## src/rtl/switch_block_cfg_pkg.sv

```systemverilog
// Shared definitions for the configurable switch block: side indices,
// select codes, FSM states and compile-time helpers for chain layout.
package switch_block_cfg_pkg;

  localparam int SB_L = 0;
  localparam int SB_T = 1;
  localparam int SB_R = 2;
  localparam int SB_B = 3;

  // Select code per destination track: off, or source side (d+k) mod 4
  typedef enum logic [1:0] {
    SB_OFF      = 2'd0,
    SB_CW       = 2'd1,
    SB_STRAIGHT = 2'd2,
    SB_CCW      = 2'd3
  } sb_sel_e;

  typedef enum logic {
    ST_UNCFG  = 1'b0,
    ST_ACTIVE = 1'b1
  } sb_state_e;

  // Number of present sides
  function automatic int sb_popcount(logic [3:0] m);
    int n;
    n = 0;
    for (int b = 0; b < 4; b++) n += int'(m[b]);
    return n;
  endfunction

  // Position of side s among the present sides (order L,T,R,B)
  function automatic int sb_side_pos(logic [3:0] m, int s);
    int n;
    n = 0;
    for (int b = 0; b < 4; b++) if (b < s) n += int'(m[b]);
    return n;
  endfunction

endpackage

```

## src/rtl/switch_block_cfg_if.sv

```systemverilog
// Config scan/commit and track bus of the switch block.
// master = fabric/configuration driver, slave = switch block.
interface switch_block_cfg_if #(parameter int W = 4);
  logic         scan_en;
  logic         scan_in;
  logic         scan_out;
  logic         cfg_commit;
  logic         cfg_valid;
  logic         cfg_err;
  logic [W-1:0] in_l, in_t, in_r, in_b;
  logic [W-1:0] out_l, out_t, out_r, out_b;

  modport master (
    output scan_en, scan_in, cfg_commit, in_l, in_t, in_r, in_b,
    input  scan_out, cfg_valid, cfg_err, out_l, out_t, out_r, out_b
  );

  modport slave (
    input  scan_en, scan_in, cfg_commit, in_l, in_t, in_r, in_b,
    output scan_out, cfg_valid, cfg_err, out_l, out_t, out_r, out_b
  );
endinterface

```

## src/rtl/switch_block_cfg_side_mux.sv

```systemverilog
// One destination side: W 4:1 track muxes. Sources arrive pre-rotated by
// side (cw = d+1, st = d+2, ccw = d+3) and already zeroed if absent; the
// track index rotation happens here.
module sb_side_mux
  import switch_block_cfg_pkg::*;
#(
  parameter int W = 4
) (
  input  logic [W-1:0]      src_cw_i,
  input  logic [W-1:0]      src_st_i,
  input  logic [W-1:0]      src_ccw_i,
  input  logic [W-1:0][1:0] sel_i,
  output logic [W-1:0]      out_o
);

  // Per-track select with cw -> i+1, straight -> i, ccw -> i-1
  always_comb begin
    out_o = '0;
    for (int i = 0; i < W; i++) begin
      case (sel_i[i])
        SB_CW:       out_o[i] = src_cw_i[(i + 1) % W];
        SB_STRAIGHT: out_o[i] = src_st_i[i];
        SB_CCW:      out_o[i] = src_ccw_i[(i + W - 1) % W];
        default:     out_o[i] = 1'b0;
      endcase
    end
  end

endmodule

```

## src/rtl/switch_block_cfg.sv

```systemverilog
// Parametrised switch block with double-buffered configuration: a shadow
// scan chain loads in the background and a parity-checked commit copies it
// into per-side active select registers. Outputs stay 0 until configured.
module switch_block_cfg
  import switch_block_cfg_pkg::*;
#(
  parameter int         W       = 4,
  parameter logic [3:0] SIDE_EN = 4'b0111,
  parameter bit         REG_OUT = 1'b0
) (
  input logic              clk,
  input logic              rst,
  switch_block_cfg_if.slave bus
);

  localparam int NSIDES    = sb_popcount(SIDE_EN);
  localparam int CHAIN_LEN = 1 + NSIDES * W * 2;  // assumes at least one side

  logic [CHAIN_LEN-1:0] shadow_q, shadow_d;
  sb_state_e            state_q;
  logic                 valid_q, err_q;
  logic                 commit_ok;
  logic [3:0][W-1:0]    trk_raw, trk_in, mux_out, route_w, out_w;

  // Serial shift toward bit 0; bit 0 is the parity bit and scan_out
  always_comb begin
    shadow_d = shadow_q;
    if (bus.scan_en) shadow_d = {bus.scan_in, shadow_q[CHAIN_LEN-1:1]};
  end

  // Shadow chain register
  always_ff @(posedge clk) begin
    if (rst) shadow_q <= '0;
    else     shadow_q <= shadow_d;
  end

  // A commit is accepted only when not shifting and the chain has even parity
  assign commit_ok = bus.cfg_commit & ~bus.scan_en & ~(^shadow_q);

  // Config FSM with registered valid/err status
  always_ff @(posedge clk) begin
    if (rst) begin
      state_q <= ST_UNCFG;
      valid_q <= 1'b0;
      err_q   <= 1'b0;
    end else begin
      case (state_q)
        ST_UNCFG: if (commit_ok) state_q <= ST_ACTIVE;
        default:  state_q <= ST_ACTIVE;
      endcase
      if (bus.cfg_commit) begin
        if (commit_ok) begin
          valid_q <= 1'b1;
          err_q   <= 1'b0;
        end else begin
          err_q   <= 1'b1;
        end
      end
    end
  end

  assign trk_raw[SB_L] = bus.in_l;
  assign trk_raw[SB_T] = bus.in_t;
  assign trk_raw[SB_R] = bus.in_r;
  assign trk_raw[SB_B] = bus.in_b;

  // Absent sides contribute nothing as a source
  always_comb begin
    for (int s = 0; s < 4; s++) trk_in[s] = SIDE_EN[s] ? trk_raw[s] : '0;
  end

  for (genvar s = 0; s < 4; s++) begin : g_side
    if (SIDE_EN[s]) begin : g_on
      localparam int POS = sb_side_pos(SIDE_EN, s);
      logic [W-1:0][1:0] sel_q;

      // Active selects for this side, loaded from its shadow field on commit
      always_ff @(posedge clk) begin
        if (rst)            sel_q <= '0;
        else if (commit_ok) sel_q <= shadow_q[1 + 2*POS*W +: 2*W];
      end

      sb_side_mux #(.W(W)) u_mux (
        .src_cw_i  (trk_in[(s + 1) % 4]),
        .src_st_i  (trk_in[(s + 2) % 4]),
        .src_ccw_i (trk_in[(s + 3) % 4]),
        .sel_i     (sel_q),
        .out_o     (mux_out[s])
      );
    end else begin : g_off
      assign mux_out[s] = '0;
    end
  end

  // No routing before the first good commit, so no loops can form
  assign route_w = (state_q == ST_ACTIVE) ? mux_out : '0;

  if (REG_OUT) begin : g_reg
    logic [3:0][W-1:0] out_q;
    // Registered output stage, one cycle of latency
    always_ff @(posedge clk) begin
      if (rst) out_q <= '0;
      else     out_q <= route_w;
    end
    assign out_w = out_q;
  end else begin : g_comb
    assign out_w = route_w;
  end

  assign bus.out_l     = out_w[SB_L];
  assign bus.out_t     = out_w[SB_T];
  assign bus.out_r     = out_w[SB_R];
  assign bus.out_b     = out_w[SB_B];
  assign bus.scan_out  = shadow_q[0];
  assign bus.cfg_valid = valid_q;
  assign bus.cfg_err   = err_q;

endmodule

```

## src/flat_wrapper.sv

```systemverilog
// flat-port wrapper written by rule: the top's interface ports become plain ports
module switch_block_cfg_flat import switch_block_cfg_pkg::*;
#(
  parameter int         W       = 4,
  parameter logic [3:0] SIDE_EN = 4'b0111,
  parameter bit         REG_OUT = 1'b0
)
  (clk, rst, bus_scan_en, bus_scan_in, bus_cfg_commit, bus_in_l, bus_in_t, bus_in_r, bus_in_b, bus_scan_out, bus_cfg_valid, bus_cfg_err, bus_out_l, bus_out_t, bus_out_r, bus_out_b);
  switch_block_cfg_if #(.W(W)) bus_i ();
  input logic clk;
  input logic rst;
  input wire logic [$bits(bus_i.scan_en)-1:0] bus_scan_en;
  input wire logic [$bits(bus_i.scan_in)-1:0] bus_scan_in;
  input wire logic [$bits(bus_i.cfg_commit)-1:0] bus_cfg_commit;
  input wire logic [$bits(bus_i.in_l)-1:0] bus_in_l;
  input wire logic [$bits(bus_i.in_t)-1:0] bus_in_t;
  input wire logic [$bits(bus_i.in_r)-1:0] bus_in_r;
  input wire logic [$bits(bus_i.in_b)-1:0] bus_in_b;
  output wire logic [$bits(bus_i.scan_out)-1:0] bus_scan_out;
  output wire logic [$bits(bus_i.cfg_valid)-1:0] bus_cfg_valid;
  output wire logic [$bits(bus_i.cfg_err)-1:0] bus_cfg_err;
  output wire logic [$bits(bus_i.out_l)-1:0] bus_out_l;
  output wire logic [$bits(bus_i.out_t)-1:0] bus_out_t;
  output wire logic [$bits(bus_i.out_r)-1:0] bus_out_r;
  output wire logic [$bits(bus_i.out_b)-1:0] bus_out_b;
  assign bus_i.scan_en = bus_scan_en;
  assign bus_i.scan_in = bus_scan_in;
  assign bus_i.cfg_commit = bus_cfg_commit;
  assign bus_i.in_l = bus_in_l;
  assign bus_i.in_t = bus_in_t;
  assign bus_i.in_r = bus_in_r;
  assign bus_i.in_b = bus_in_b;
  assign bus_scan_out = bus_i.scan_out;
  assign bus_cfg_valid = bus_i.cfg_valid;
  assign bus_cfg_err = bus_i.cfg_err;
  assign bus_out_l = bus_i.out_l;
  assign bus_out_t = bus_i.out_t;
  assign bus_out_r = bus_i.out_r;
  assign bus_out_b = bus_i.out_b;
  switch_block_cfg #(.W(W), .SIDE_EN(SIDE_EN), .REG_OUT(REG_OUT)) u_core (.clk(clk), .rst(rst), .bus(bus_i));
endmodule
```

## config.mk

```make
export PLATFORM = sky130hd
export DESIGN_NAME = switch_block_cfg_flat
export DESIGN_NICKNAME = d
export VERILOG_FILES = /design/src/rtl/switch_block_cfg_pkg.sv /design/src/rtl/switch_block_cfg_if.sv /design/src/rtl/switch_block_cfg_side_mux.sv /design/src/rtl/switch_block_cfg.sv /design/src/flat_wrapper.sv
export SDC_FILE = /design/constraint.sdc
export NUM_CORES = 1
export LEC_CHECK = 0
export CAP_MARGIN = 5
export CORE_MARGIN = 5
export CORE_UTILIZATION = 55
export CTS_BUF_LIST = sky130_fd_sc_hd__clkbuf_4
export DETAILED_ROUTE_END_ITERATION = 8
export DONT_BUFFER_PORTS = 1
export PLACE_DENSITY = 0.7
export SLEW_MARGIN = 20
export SYNTH_ARGS = -nofsm -noshare
export SYNTH_HDL_FRONTEND = slang
export SYNTH_SLANG_ARGS = --single-unit
```

## constraint.sdc

```tcl
create_clock -name clk -period 2.7 [get_ports clk]
set_input_delay 0.54 -clock clk [delete_from_list [all_inputs] [get_ports clk]]
set_output_delay 0.54 -clock clk [all_outputs]
set_load 0.03 [all_outputs]
```

## Word level (Yosys, flattened, before mapping)

Index checks and enable logic that the tools add are counted.
W data, S select, Z words.

- Memory bits (writable): 0
- Memories kept: 0
- Flip-flop bits (word level): 52
- Logic and storage cells: 62
- Bits in read-only memories: 0
- Latch bits: 0
- Bits of input ports: 21

- Bitwise operators: 4
- Shift-type cells: 0
- Multipliers: 0
- Mux-type cells: 16
- Reductions and logical operators: 2
- Divide/modulo/power cells: 0
- $lt $le $gt $ge: 0
- Equal/unequal tests: 24
- $add $sub $neg: 0

Operator list:

| kind | number |
|---|---|
| $eq A2 B2 Y1 const B | 16 |
| $reduce_xor A25 Y1 | 1 |
| $pmux W1 S2 | 12 |
| $eq A2 B1 Y1 const B | 8 |
| $mux W12 | 1 |
| $mux W1 | 3 |
| $and A1 B1 Y1 | 2 |
| $not A1 Y1 | 2 |
| $reduce_and A2 Y1 | 1 |

## Longest topological paths before layout

- Depth in word-level cells: 5
- Depth in mapped cells: 8

## Modules after synthesis

Synthesis repeated with hierarchy kept, for this count alone.

- Cells, all modules: 269
- Area total of the unflattened synthesis: 2690.1 um^2

By module, submodules not included:

| module | area each (um^2) | cells an instance | times used | seq. area each (um^2) |
|---|---|---|---|---|
| switch_block_cfg | 2404.8 | 233 | 1 | 1041.0 |
| sb_side_mux | 95.1 | 12 | 3 | 0.0 |

## Worst setup path before layout

OpenSTA, ideal clock, no wires.

- Path type: register to register
- Start point: register u_core.shadow_q[0]
- End point: register u_core.g_side[0].g_on.sel_q[0] (netlist bit)
- Stages on the path, launching flop included: 9
- Setup time: 72 ps
- Data arrival time: 2083 ps
- Slack: 546 ps
- Buffers on the path: 2
- Cell sequence: dfxtp_1 > xnor2_1 > xnor2_1 > xnor3_1 > xnor3_1 > nor3b_2 > buf_6 > buf_12 > mux2i_1

- Longest elaborated chain between the ends: 3

Ends and longest elaborated chain:

| item | line | text |
|---|---|---|
| start, declared | switch_block_cfg.sv:19 | `logic [CHAIN_LEN-1:0] shadow_q, shadow_d;` |
| start signal, assigned | switch_block_cfg.sv:34 | `else shadow_q <= shadow_d;` |
| $reduce_xor A25 Y1 | switch_block_cfg.sv:38 | `assign commit_ok = bus.cfg_commit & ~bus.scan_en & ~(^shadow_q);` |
| $not A1 Y1 | switch_block_cfg.sv:38 |  |
| $and A1 B1 Y1 | switch_block_cfg.sv:38 |  |
| end signal, assigned | switch_block_cfg.sv:80 | `else if (commit_ok) sel_q <= shadow_q[1 + 2*POS*W +: 2*W];` |
| end, declared | switch_block_cfg.sv:75 | `logic [W-1:0][1:0] sel_q;` |

No other way between the ends.
A chain may end at the register's enable or synchronous reset.

## Worst setup path after layout

- Start point: register u_core.shadow_q[4]
- End point: register u_core.g_side[0].g_on.sel_q[4] (netlist bit)

The elaborated chain is that of the path after synthesis.

==> results.py <==
metrics = {
    "global_route": {
        "grt_use_total": 0.1538,
        "grt-ovfl-total": 0,
        "use_met1": 0.1973,
        "grtUsageMet3": 0.04515,
        "grt_max_degree": 77,
        "grt_pass1_vias": 1607,
        "use_met2": 0.2462,
        "grt_pass1_wl_mm": 7.603,
        "antenna_found_initial": 0,
        "grt.busiest_layer": "met2",
    },
    "final_layout": {
        "diodes": 0,
        "final-seq-area_mm2": 0.001041,
        "layout-drive-gt1-share": 0.05618,
        "syn_to_final_growth_pct": 3.010,
        "fillers": 430,
        "multi_input_area_mm2": 0.001476,
        "nets": 295,
    },
    "drt": {
        "vias": 1678,
        "drt-vias-per-instance": 5.024,
        "avgRoutedWirePerCell_um": 13.89,
        "drc": 0,
        "postRouteAntennaNets": 0,
        "dr.pass1.iters": 4,
        "drt_wl_total_mm": 4.640,
        "first_iter_violations": 96,
    },
    "pwr": {
        "power_density_mw_per_mm2": 435.7,
        "peakVddDrop_mv": 0.1936,
        "total_power_mw": 1.194,
        "p_leak_nw": 1.014,
    },
    "clocking": {
        "cts_tree": "yes",
        "post_cts_resize_count": 0,
        "clkLatencyLatePin_ns": 0.36,
        "clkSinkCount": 52,
        "htree_num_levels": 2,
        "cts.clk_slew.worst_paths_ns": 0.15,
        "cts_buffers": 5,
        "cts-root-buf": "clkbuf_4",
        "hold_buffers": 0,
        "clk_path_buf_depth": 2,
        "cts_setup_buffers": 0,
    },
    "yosys": {
        "syn-instance-count": 269,
        "synth_flop_cell": "dfxtp_1",
        "avgSynthCellArea_um2": 9.889,
        "synth_top_area_frac": 0.3913,
        "synth_cell_types": 23,
        "yosysMostFrequentCell": "mux2i_1",
        "syn_area_mm2": 0.002660,
        "async_flop_share": 0,
        "ys_ff_latch": 52,
        "ys_seq_area_frac": 0.3913,
        "yosys-top-cells-count": "mux2i_1, dfxtp_1, nand2b_1, nor2_1, xnor2_1",
        "yosysWarnings": 0,
        "synth.largest_area_cell": "dfxtp_1",
        "synth_area_leaders": "dfxtp_1, mux2i_1, nand2b_1",
        "synth_edf_count": 0,
    },
    "sta": {
        "tns_ns": 0,
        "rsz0062_at_grt": "no",
        "slew_headroom": 0.5793,
        "hold_viol": 0,
        "tightestPinTransition_ns": 0.6287,
        "finClkSkew_ns": 0.01275,
        "slew_viol_final": 0,
        "finalSetupViolations": 0,
        "max_clock_freq_mhz": 439.3,
        "period_minus_slack_ns": 2.276,
        "finalCritPeriodShare": 0.8431,
    },
    "worst_setup_path": {
        "cp-start-kind": "flop",
        "cp.required_ns": 2.99,
        "crit_start": "u_core.shadow_q[4]",
        "timing.rr.end": "u_core.g_side[0].g_on.sel_q[4]",
        "path_class": "flop to flop",
        "cp.arrival_ns": 2.57,
        "rrSetupSlack_ns": 0.42,
        "r2r-start": "u_core.shadow_q[4]",
        "cp-end-kind": "flop",
        "path_max_fanout": 25,
        "rr_worst_depth": 7,
    },
    "min_path": {
        "whs_path_depth": 1,
        "hold_class": "input port to flop",
        "hp-start": "rst",
        "whs_endpoint": "u_core.shadow_q[2]",
    },
    "run_status": {
        "status": "finished clean",
    },
    "place": {
        "port_buffers": 0,
        "place.gp.congestion": 0.7562,
        "place_hpwl_mm": 3.207,
    },
    "floorplanning": {
        "start_util": 0.5632,
        "die_w_um": 79.55,
        "core_mm2": 0.004723,
        "num_io_pins": 40,
        "die_area_mm2": 0.006327,
        "fp.dieH_um": 79.55,
        "rows": 25,
    },
    "flow_run": {
        "drv_cap": 0,
    },
}
-- power breakdown --
group	internal (mW)	leakage, nW	total (mW)	switching (mW)
sequential	0.773	0.420	0.787	0.0140
combinational	0.0459	0.562	0.0756	0.0298
clock	0.0963	0.0324	0.331	0.234
total	0.916	1.01	1.19	0.278
-- flip-flops by register name, summed over array words and instances (netlist names) --
name / count
u_core.g_side.g_on.sel_q: 24
u_core.shadow_q: 25
u_core.state_q: 1
u_core.bus.cfg_valid: 1
u_core.bus.cfg_err: 1
-- per-layer routing --
layer  share of wire  up-vias
li1                -      855
met2            0.46       25
met1            0.49      796
met3           0.044        2
met4          0.0082        0
met5               0        -
-- through the flow --
step / cells / hold slack, ns / util / worst slack [ns] / cell area, um^2
CTS: 334 / 0.2125 / 0.5801 / 0.4047 / 2740
floorplan: 272 / 0.4489 / - / 0.5455 / 2671
detailed placement: 326 / 0.4641 / 0.5693 / 0.4425 / 2689
global placement: 326 / 0.4611 / 0.5693 / 0.4621 / 2689
global route: 334 / 0.1883 / 0.5801 / 0.2966 / 2740
finish: 334 / 0.2248 / 0.5801 / 0.4235 / 2740
-- layout by cell type, fill, tap and decap left out --
| cell | count |
|---|---|
| nor3_1 | 1 |
| xor2_1 | 2 |
| o21ba_1 | 2 |
| ha_1 | 8 |
| xnor3_1 | 2 |
| a22oi_1 | 4 |
| nor2_1 | 34 |
| buf_12 | 1 |
| nor3b_4 | 1 |
| inv_1 | 8 |
| mux2i_1 | 57 |
| nor3b_1 | 4 |
| xnor2_1 | 17 |
| nand2b_1 | 47 |
| buf_4 | 5 |
| clkinv_2 | 2 |
| conb_1 | 4 |
| clkinv_1 | 1 |
| clkbuf_4 | 5 |
| nand2_1 | 8 |
| xnor2_2 | 1 |
| or2b_1 | 1 |
| dfxtp_1 | 52 |
-- critical path, cell delays in order, from the launching register on --
cell and delay [ns]:
dfxtp_1 0.44, xnor2_1 0.16, xnor2_1 0.15, xnor3_1 0.42, xnor3_1 0.23, nor3b_4 0.34
buf_12 0.25, mux2i_1 0.20
-- cells by family (layout without fill, tap and decap cells) --
group	count (synthesis)	count (layout)	share of synthesized area
AND/OR/NAND/NOR	96	96	0.1905
multiplexers	57	57	0.2145
flip-flops	52	52	0.3913
buffers and inverters	27	22	0.06021
XOR/XNOR	22	22	0.08561
adder cells (fa/ha/maj)	8	8	0.03763
AO/OA/AOI/OAI	6	6	0.01882
other	1	4	0.001410
-- cell type report --
cell class                 count  area share
clock buffer                   5     0.01370
clock inverter                 3    0.005023
inverter                       8     0.01096
multi-input combinational    193      0.5388
sequential                    52      0.3799
tap                           67     0.03059
timing repair buffer           6     0.02100
-- worst max path at each step --
stage | to | slack, ns | cells past startpoint
floorplan | u_core.g_side[0].g_on.sel_q[0] | 0.55 | 8
global placement | u_core.g_side[0].g_on.sel_q[6] | 0.46 | 7
detailed placement | u_core.g_side[2].g_on.sel_q[2] | 0.44 | 7
CTS | u_core.g_side[0].g_on.sel_q[4] | 0.40 | 7
global route | u_core.g_side[0].g_on.sel_q[4] | 0.30 | 7
finish | u_core.g_side[0].g_on.sel_q[4] | 0.42 | 7
(Power assumes the default switching activity.)
